<file path="src/rtl/svm_loader_pkg.sv">
// Shared types and constants for the SVM frame loader: FSM state encoding,
// default frame geometry and an index-width helper.
package svm_loader_pkg;

    localparam int DEF_INPUT_W    = 4;
    localparam int DEF_N_FEATURES = 21;
    localparam int FRAME_W        = DEF_INPUT_W * DEF_N_FEATURES;

    typedef enum logic [1:0] {
        IDLE  = 2'd0,
        RUN   = 2'd1,
        DRAIN = 2'd2
    } loader_state_t;

    // Width of a counter that indexes n items (at least one bit).
    function automatic int idx_width(input int n);
        return (n <= 1) ? 1 : $clog2(n);
    endfunction

endpackage

</file>
<file path="src/rtl/feature_shadow_buffer.sv">
// Assembles one frame from the beat stream into a shadow register, checks
// framing against s_last and flags a complete frame with o_shadow_full.
module feature_shadow_buffer
    import svm_loader_pkg::*;
#(
    parameter int inputWidth = 4,
    parameter int N_features = 21
) (
    input  logic                             clk,
    input  logic                             rst_n,
    input  logic                             i_s_valid,
    input  logic [inputWidth-1:0]            i_s_data,
    input  logic                             i_s_last,
    output logic                             o_s_ready,
    input  logic                             i_take,
    output logic [inputWidth*N_features-1:0] o_shadow,
    output logic                             o_shadow_full,
    output logic                             o_frame_err
);

    localparam int IW = idx_width(N_features);
    localparam logic [IW-1:0] LAST_IDX = IW'(N_features - 1);

    logic [IW-1:0]         r_idx;
    logic [inputWidth-1:0] r_shadow [N_features];
    logic                  r_full;
    logic                  r_err;

    logic w_accept;
    logic w_at_end;
    logic w_good_end;
    logic w_bad_end;

    // No beat is accepted while a complete frame waits, so the shadow
    // contents cannot change underneath a pending commit.
    assign w_accept   = i_s_valid && !r_full;
    assign w_at_end   = (r_idx == LAST_IDX);
    assign w_good_end = w_accept && i_s_last && w_at_end;
    assign w_bad_end  = w_accept && (i_s_last != w_at_end);

    always_ff @(posedge clk or negedge rst_n) begin
        if (!rst_n) begin
            r_idx <= '0;
        end else if (w_accept) begin
            if (i_s_last || w_at_end) begin
                r_idx <= '0;
            end else begin
                r_idx <= r_idx + 1'b1;
            end
        end
    end

    always_ff @(posedge clk or negedge rst_n) begin
        if (!rst_n) begin
            r_full <= 1'b0;
            r_err  <= 1'b0;
        end else begin
            r_err <= w_bad_end;
            if (i_take) begin
                r_full <= 1'b0;
            end else if (w_good_end) begin
                r_full <= 1'b1;
            end
        end
    end

    generate
        for (genvar gi = 0; gi < N_features; gi++) begin : g_slot
            always_ff @(posedge clk or negedge rst_n) begin
                if (!rst_n) begin
                    r_shadow[gi] <= '0;
                end else if (w_accept && (r_idx == IW'(gi))) begin
                    r_shadow[gi] <= i_s_data;
                end
            end
            assign o_shadow[gi*inputWidth +: inputWidth] = r_shadow[gi];
        end
    endgenerate

    assign o_s_ready     = !r_full;
    assign o_shadow_full = r_full;
    assign o_frame_err   = r_err;

endmodule

</file>
<file path="src/rtl/svm_frame_loader.sv">
// Front end of the sequential SVM classifier: commits a streamed frame to the
// feature bus, runs the classifier once per frame and holds its result.
module svm_frame_loader
    import svm_loader_pkg::*;
#(
    parameter int inputWidth = 4,
    parameter int N_features = 21,
    parameter int classWidth = 2
) (
    input  logic                             clk,
    input  logic                             rst_n,
    input  logic                             s_valid,
    input  logic [inputWidth-1:0]            s_data,
    input  logic                             s_last,
    output logic                             s_ready,
    output logic [inputWidth*N_features-1:0] feat_out,
    output logic                             cls_rst_n,
    input  logic                             cls_ready,
    input  logic [classWidth-1:0]            cls_class,
    output logic                             res_valid,
    output logic [classWidth-1:0]            res_class,
    input  logic                             res_ready,
    output logic                             frame_err
);

    localparam int FW = inputWidth * N_features;

    loader_state_t         r_state;
    loader_state_t         w_state_next;
    logic                  r_first_run;
    logic [classWidth-1:0] r_pending;
    logic [FW-1:0]         r_feat;
    logic                  r_cls_rst_n;
    logic                  r_res_valid;
    logic [classWidth-1:0] r_res_class;

    logic          w_commit;
    logic          w_capture;
    logic          w_slot_free;
    logic          w_load_res;
    logic [FW-1:0] w_shadow;
    logic          w_shadow_full;

    feature_shadow_buffer #(
        .inputWidth (inputWidth),
        .N_features (N_features)
    ) u_shadow (
        .clk           (clk),
        .rst_n         (rst_n),
        .i_s_valid     (s_valid),
        .i_s_data      (s_data),
        .i_s_last      (s_last),
        .o_s_ready     (s_ready),
        .i_take        (w_commit),
        .o_shadow      (w_shadow),
        .o_shadow_full (w_shadow_full),
        .o_frame_err   (frame_err)
    );

    assign w_commit    = (r_state == IDLE) && w_shadow_full;
    // The classifier leaves reset on the first RUN cycle, so its ready line
    // is only trusted from the second RUN cycle onward.
    assign w_capture   = (r_state == RUN) && !r_first_run && cls_ready;
    assign w_slot_free = !r_res_valid || res_ready;
    assign w_load_res  = (r_state == DRAIN) && w_slot_free;

    always_comb begin
        w_state_next = r_state;
        unique case (r_state)
            IDLE:    if (w_commit)    w_state_next = RUN;
            RUN:     if (w_capture)   w_state_next = DRAIN;
            DRAIN:   if (w_slot_free) w_state_next = IDLE;
            default: w_state_next = IDLE;
        endcase
    end

    always_ff @(posedge clk or negedge rst_n) begin
        if (!rst_n) begin
            r_state     <= IDLE;
            r_cls_rst_n <= 1'b0;
            r_first_run <= 1'b0;
        end else begin
            r_state     <= w_state_next;
            r_cls_rst_n <= (w_state_next == RUN);
            r_first_run <= w_commit;
        end
    end

    always_ff @(posedge clk or negedge rst_n) begin
        if (!rst_n) begin
            r_feat    <= '0;
            r_pending <= '0;
        end else begin
            if (w_commit) begin
                r_feat <= w_shadow;
            end
            if (w_capture) begin
                r_pending <= cls_class;
            end
        end
    end

    // A reload in the same cycle as a consume keeps res_valid high.
    always_ff @(posedge clk or negedge rst_n) begin
        if (!rst_n) begin
            r_res_valid <= 1'b0;
            r_res_class <= '0;
        end else if (w_load_res) begin
            r_res_valid <= 1'b1;
            r_res_class <= r_pending;
        end else if (res_ready) begin
            r_res_valid <= 1'b0;
        end
    end

    assign feat_out  = r_feat;
    assign cls_rst_n = r_cls_rst_n;
    assign res_valid = r_res_valid;
    assign res_class = r_res_class;

endmodule
</file>
<file path="config.mk">
export PLATFORM = sky130hd
export DESIGN_NAME = svm_frame_loader
export DESIGN_NICKNAME = d
export VERILOG_FILES = /design/src/rtl/svm_loader_pkg.sv /design/src/rtl/feature_shadow_buffer.sv /design/src/rtl/svm_frame_loader.sv
export SDC_FILE = /design/constraint.sdc
export NUM_CORES = 1
export LEC_CHECK = 0
export CAP_MARGIN = 0
export CORE_ASPECT_RATIO = 2
export CORE_MARGIN = 4
export CORE_UTILIZATION = 34
export DETAILED_ROUTE_END_ITERATION = 12
export SLEW_MARGIN = 10
export SYNTH_ARGS = -nofsm -noshare
export SYNTH_HDL_FRONTEND = slang
export SYNTH_SLANG_ARGS = --single-unit
</file>
<file path="constraint.sdc">
create_clock -name clk -period 1.78 [get_ports clk]
set_input_delay 0.267 -clock clk [delete_from_list [all_inputs] [get_ports clk]]
set_output_delay 0.267 -clock clk [all_outputs]
set_load 0.1 [all_outputs]
</file>
* Word level (Yosys, flattened, before mapping)
Cells that the tools add are included.
** Storage, ports and cells
- Bits in registers :: 184
- Latch bits :: 0
- RAM bits :: 0
- ROM bits :: 0
- Logic and storage cells :: 103
- Memories :: 0
** Cells by class
- Add/sub/neg operators :: 1
- Multipliers :: 0
- Div/mod/pow operators :: 0
- Magnitude comparators :: 0
- Equality and inequality tests :: 24
- Shifts and indexed selects :: 0
- Muxes and demuxes :: 9
- Bitwise logic cells :: 0
- Reduce and logical (&&, ||, !) cells :: 38
** Operator list (count)
- $eq A5 B4 Y1 const B :: 8
- $logic_and A1 B1 Y1 :: 29
- $eq A5 B5 Y1 const B :: 5
- $eq A5 B3 Y1 const B :: 4
- $eq A5 B2 Y1 const B :: 2
- $mux W2 :: 3
- $pmux W2 S3 :: 1
- $add A5 B1 Y5 const B :: 1
- $eq A5 B1 Y1 const B :: 1
- $logic_not A5 Y1 :: 1
- $mux W5 :: 1
- $eq A2 B1 Y1 const B :: 2
- $mux W1 :: 4
- $reduce_bool A2 Y1 :: 2
- $logic_not A1 Y1 :: 3
- $eq A2 B2 Y1 const B :: 1
- $logic_not A2 Y1 :: 1
- $logic_or A1 B1 Y1 :: 2
- $ne A1 B1 Y1 :: 1

* Depth between registers and ports, before layout
- Word-level depth :: 6
- Mapped depth :: 7
- Gate-level depth less buffers :: 7

* Cells and area by module
A second synthesis with hierarchy kept.
** Second synthesis, totals
- Cell total of the unflattened synthesis :: 456
- Area total of the unflattened synthesis :: 7257.0 sq um
** By module, submodules not included
- feature_shadow_buffer :: times used 1, cells an instance 255, area an instance 3779.9 sq um, sequential area each 2277.2 sq um
- svm_frame_loader :: times used 1, cells an instance 201, area an instance 3477.1 sq um, sequential area each 2327.2 sq um

* Worst setup path before layout
OpenSTA, ideal clock, no wires.
- Kind :: flip-flop to flip-flop
- Start point :: register u_shadow.r_full, in the netlist u_shadow.o_shadow_full
- End point :: register r_feat[0], in the netlist feat_out[0]
- Data arrival time :: 1.850 ns
- Slack :: -0.195 ns
- Stages on the path, launching flop included :: 6
- Clock period less this slack :: 1.975 ns
- Cells stage by stage :: dfrtp_1 inv_1 nor3_2 buf_4 buf_6 mux2_2
** On the way
- Word-level cells in the longest chain between the ends :: 1
** RTL lines
- start, declared :: RTL line feature_shadow_buffer.sv:26 : logic r_full;
- start signal, assigned :: RTL line feature_shadow_buffer.sv:55 : r_full <= 1'b0;
- start signal, assigned :: RTL line feature_shadow_buffer.sv:60 : r_full <= 1'b0;
- start signal, assigned :: RTL line feature_shadow_buffer.sv:62 : r_full <= 1'b1;
- $logic_and A1 B1 Y1 :: RTL line svm_frame_loader.sv:60 : assign w_commit = (r_state == IDLE) && w_shadow_full;
- end signal, assigned :: RTL line svm_frame_loader.sv:95 : r_feat <= w_shadow;
- end, declared :: RTL line svm_frame_loader.sv:32 : logic [FW-1:0] r_feat;
No other way between the ends.
A chain may end at the register's enable or synchronous reset.

* Worst setup path in the final report
- Start point :: register u_shadow.r_idx[0]
- End point :: register u_shadow.r_shadow (netlist bit u_shadow.o_shadow[42])
** On the way
- Word-level cells in the longest chain between the ends :: 2
** RTL lines
- start, declared :: RTL line feature_shadow_buffer.sv:24 : logic [IW-1:0] r_idx;
- start signal, assigned :: RTL line feature_shadow_buffer.sv:48 : r_idx <= r_idx + 1'b1;
- $eq A5 B4 Y1 :: RTL line feature_shadow_buffer.sv:72 : end else if (w_accept && (r_idx == IW'(gi))) begin
- $logic_and A1 B1 Y1 :: RTL line feature_shadow_buffer.sv:72
- end signal, assigned by index :: RTL line feature_shadow_buffer.sv:73 : r_shadow[gi] <= i_s_data;
- end, declared :: RTL line feature_shadow_buffer.sv:25 : logic [inputWidth-1:0] r_shadow [N_features];
No other way between the ends.

==> results.sh <==
export IMPL_crit_fanout=4
export IMPL_ys_flop_type="dfrtp_1"
export IMPL_cts_tree="built"
export IMPL_slowest_stage="dfrtp_1"
export IMPL_cts_buffers=17
export IMPL_worstMarginPinSlew_ps=400
export IMPL_drtPass1Iterations=4
export IMPL_clock_root_buffer="clkbuf_16"
export IMPL_htree_levels=4
export IMPL_crit_arrival_ps=2010
export IMPL_netlist_area_um2=7190
export IMPL_power_leakage_nw=4.76
export IMPL_routed_wl_um=16100
export IMPL_insertion_delay_ps=430
export IMPL_power_density_nw_per_um2=1720
export IMPL_drive_gt1_share_pct=57.4
export IMPL_outcome="finished, final reports clean"
export IMPL_synth_seq_area_share_pct=64.1
export IMPL_dieHeight_um=214
export IMPL_syn_inst=452
export IMPL_drtIter0Drc=138
export IMPL_num_rows=75
export IMPL_grt_start_max_net_pins=61
export IMPL_slew_headroom_pct=73.3
export IMPL_synth_async_sr_flop_share_pct=100
export IMPL_cp_top_family="simple AND/OR/NAND/NOR gates"
export IMPL_peakVddDrop_mv=1.31
export IMPL_dp_hpwl_um=11900
export IMPL_start_util_pct=34.3
export IMPL_rsz0062_at_grt="true"
export IMPL_cp_num_buf_inv=1
export IMPL_overflow=0
export IMPL_synth_avg_cell_area_um2=15.9
export IMPL_fin_crit_ps=1700
export IMPL_cp_end_kind="register"
export IMPL_die_width_um=111
export IMPL_vias=4169
export IMPL_ant_nets=0
export IMPL_fin_crit_sh_pct=95.7
export IMPL_synth_edff_count=0
export IMPL_cp_cell_sequence="inv_1 -> ha_1 -> and4bb_2 -> nand2_1 -> mux2_2"
export IMPL_start_kind="register"
export IMPL_clk_path_buf_depth=2
export IMPL_hold_class="in -> async"
export IMPL_grt_usage_pct=14.3
export IMPL_slowest_delay_ps=390
export IMPL_ys_warnings_count=0
export IMPL_setup_violations_final=0
export IMPL_ios=102
export IMPL_fin_skew_ps=12.2
export IMPL_port_buffers=101
export IMPL_grt_pass1_wl_um=26200
export IMPL_wire_per_inst_um=18.6
export IMPL_clk_pin_slew_worst_paths_ps=80
export IMPL_synth_cell_types=30
export IMPL_antenna_found_initial=0
export IMPL_core_um2=20900
export IMPL_design_die_area_um2=23700
export IMPL_synth_fp_nets=470
export IMPL_max_freq_mhz=587
export IMPL_grt_pass1_vias=4658
export IMPL_fin_util_pct=48.2
export IMPL_drv_slew=0
export IMPL_nNetsFinal=604
export IMPL_cp_required_ps=2080
export IMPL_diodes=0
export IMPL_avgViaCountPerCell=4.80
export IMPL_finalHoldViolations=0
export IMPL_crit_type="reg -> reg"
export IMPL_clock_sinks=184
export IMPL_drcViolationCount=0
export IMPL_gp_congestion=0.764
export IMPL_synth_seq_cells=184
export IMPL_drv_cap=0
export IMPL_dp_cells=835
export IMPL_stdcell_count=868
export IMPL_area_delta_synth_final_pct=40.5
cell usage in the layout (no fill, tap or decap), types with 2 or more instances in the layout:
master / instances
nand3_1: 9
ha_1: 4
inv_8: 4
a311oi_1: 2
buf_4: 39
and4bb_2: 2
nand4b_1: 2
nor3_2: 3
inv_1: 6
clkinv_2: 2
dfrtp_1: 183
ha_2: 2
buf_12: 85
nor3b_2: 2
nor2_1: 3
clkbuf_16: 17
o21ai_0: 4
mux2_2: 172
nor2b_1: 5
clkdlybuf4s50_1: 10
nand3b_1: 3
clkinv_4: 2
clkinvlp_4: 3
nand2b_1: 4
nand2_1: 11
inv_6: 5
per-stage QoR:
step	power (mW)	setup WS (ps)	area (um2)	hold WS, ps	setup TNS (ps)
6_report	17.4	76.9	10100	315	0
5_1_grt	18.0	-17.5	10100	343	-70.7
4_1_cts	17.6	13.7	10100	313	0
3_5_place_dp	14.0	-204	9520	193	-7440
3_3_place_gp	13.8	-160	9520	185	-6200
2_1_floorplan	10.9	-191	7200	-28.6	-13440
cells by family (layout without fill, tap and decap cells):
family          count (synthesis)  after routing  synth area share [%]
buf+inv                        28            175                  2.09
simple gates                   52             52                  4.84
mux                           172            172                  27.0
fa+ha+maj                       6              6                  1.04
flops                         184            184                  64.1
compound gates                 10             10                 0.993
synthesized netlist by cell type (3+ instances only):
cell type	n	area share [%]
nor2b_1	5	0.44
nor3_2	4	0.56
nand2_1	11	0.57
nor2_1	3	0.16
nand2b_1	4	0.35
dfrtp_1	184	64
nand3_1	9	0.63
buf_6	4	0.63
ha_1	6	1.0
buf_2	6	0.42
o21ai_0	4	0.28
clkbuf_1	9	0.47
inv_1	7	0.37
nand3b_1	3	0.31
mux2_2	172	27
registers in the layout, summed over array words and instances (netlist names):
name and count:
feat_out 84, res_class 2, u_shadow.r_idx 5, u_shadow.o_shadow_full 1, r_state 2, u_shadow.o_shadow 84
u_shadow.o_frame_err 1, r_pending 2, res_valid 1, r_first_run 1, cls_rst_n 1
cell type report:
cell class | instances | area (um2)
timing repair buffer | 136 | 2120
tap | 269 | 337
multi-input combinational | 240 | 2450
inverter | 7 | 30.0
sequential | 184 | 4610
fill | 1769 | 10800
clock buffer | 17 | 425
clock inverter | 15 | 131
repair_timing:
action,CTS,global route
setup endpoints to repair,0,21
buffers inserted,0,0
resized for setup,0,4
hold buffers,1,0
endpoints found under the hold margin,33,0
power breakdown:
group | leakage (nW) | internal, mW | switching (mW)
registers | 2.47 | 5.19 | 0.898
logic | 2.02 | 2.99 | 4.72
clock network | 0.273 | 1.85 | 1.73
per-layer routing:
layer / vias up / share of wire, % / wire (um) / global-route usage, %
li1: 1880 / - / - / -
met1: 2193 / 36 / 5820 / 14.8
met2: 75 / 59 / 9550 / 28.1
met3: 21 / 2.5 / 403 / 2.46
met4: 0 / 2.3 / 366 / 5.99
met5: - / 0 / 0 / 0
worst paths after layout:
path	from	depth (start not counted)	slack [ps]	to
max in group asynchronous	rst_n	3	830	feat_out[57]
min reg2reg	u_shadow.o_shadow[43]	1	500	feat_out[43]
min in group clk	cls_class[1]	2	470	r_pending[1]
max reg2reg	u_shadow.r_idx[0]	5	80	u_shadow.o_shadow[42]
min	rst_n	2	320	res_valid
max	u_shadow.r_idx[0]	5	80	u_shadow.o_shadow[42]
Note: power is estimated with default switching activity, not from simulation.
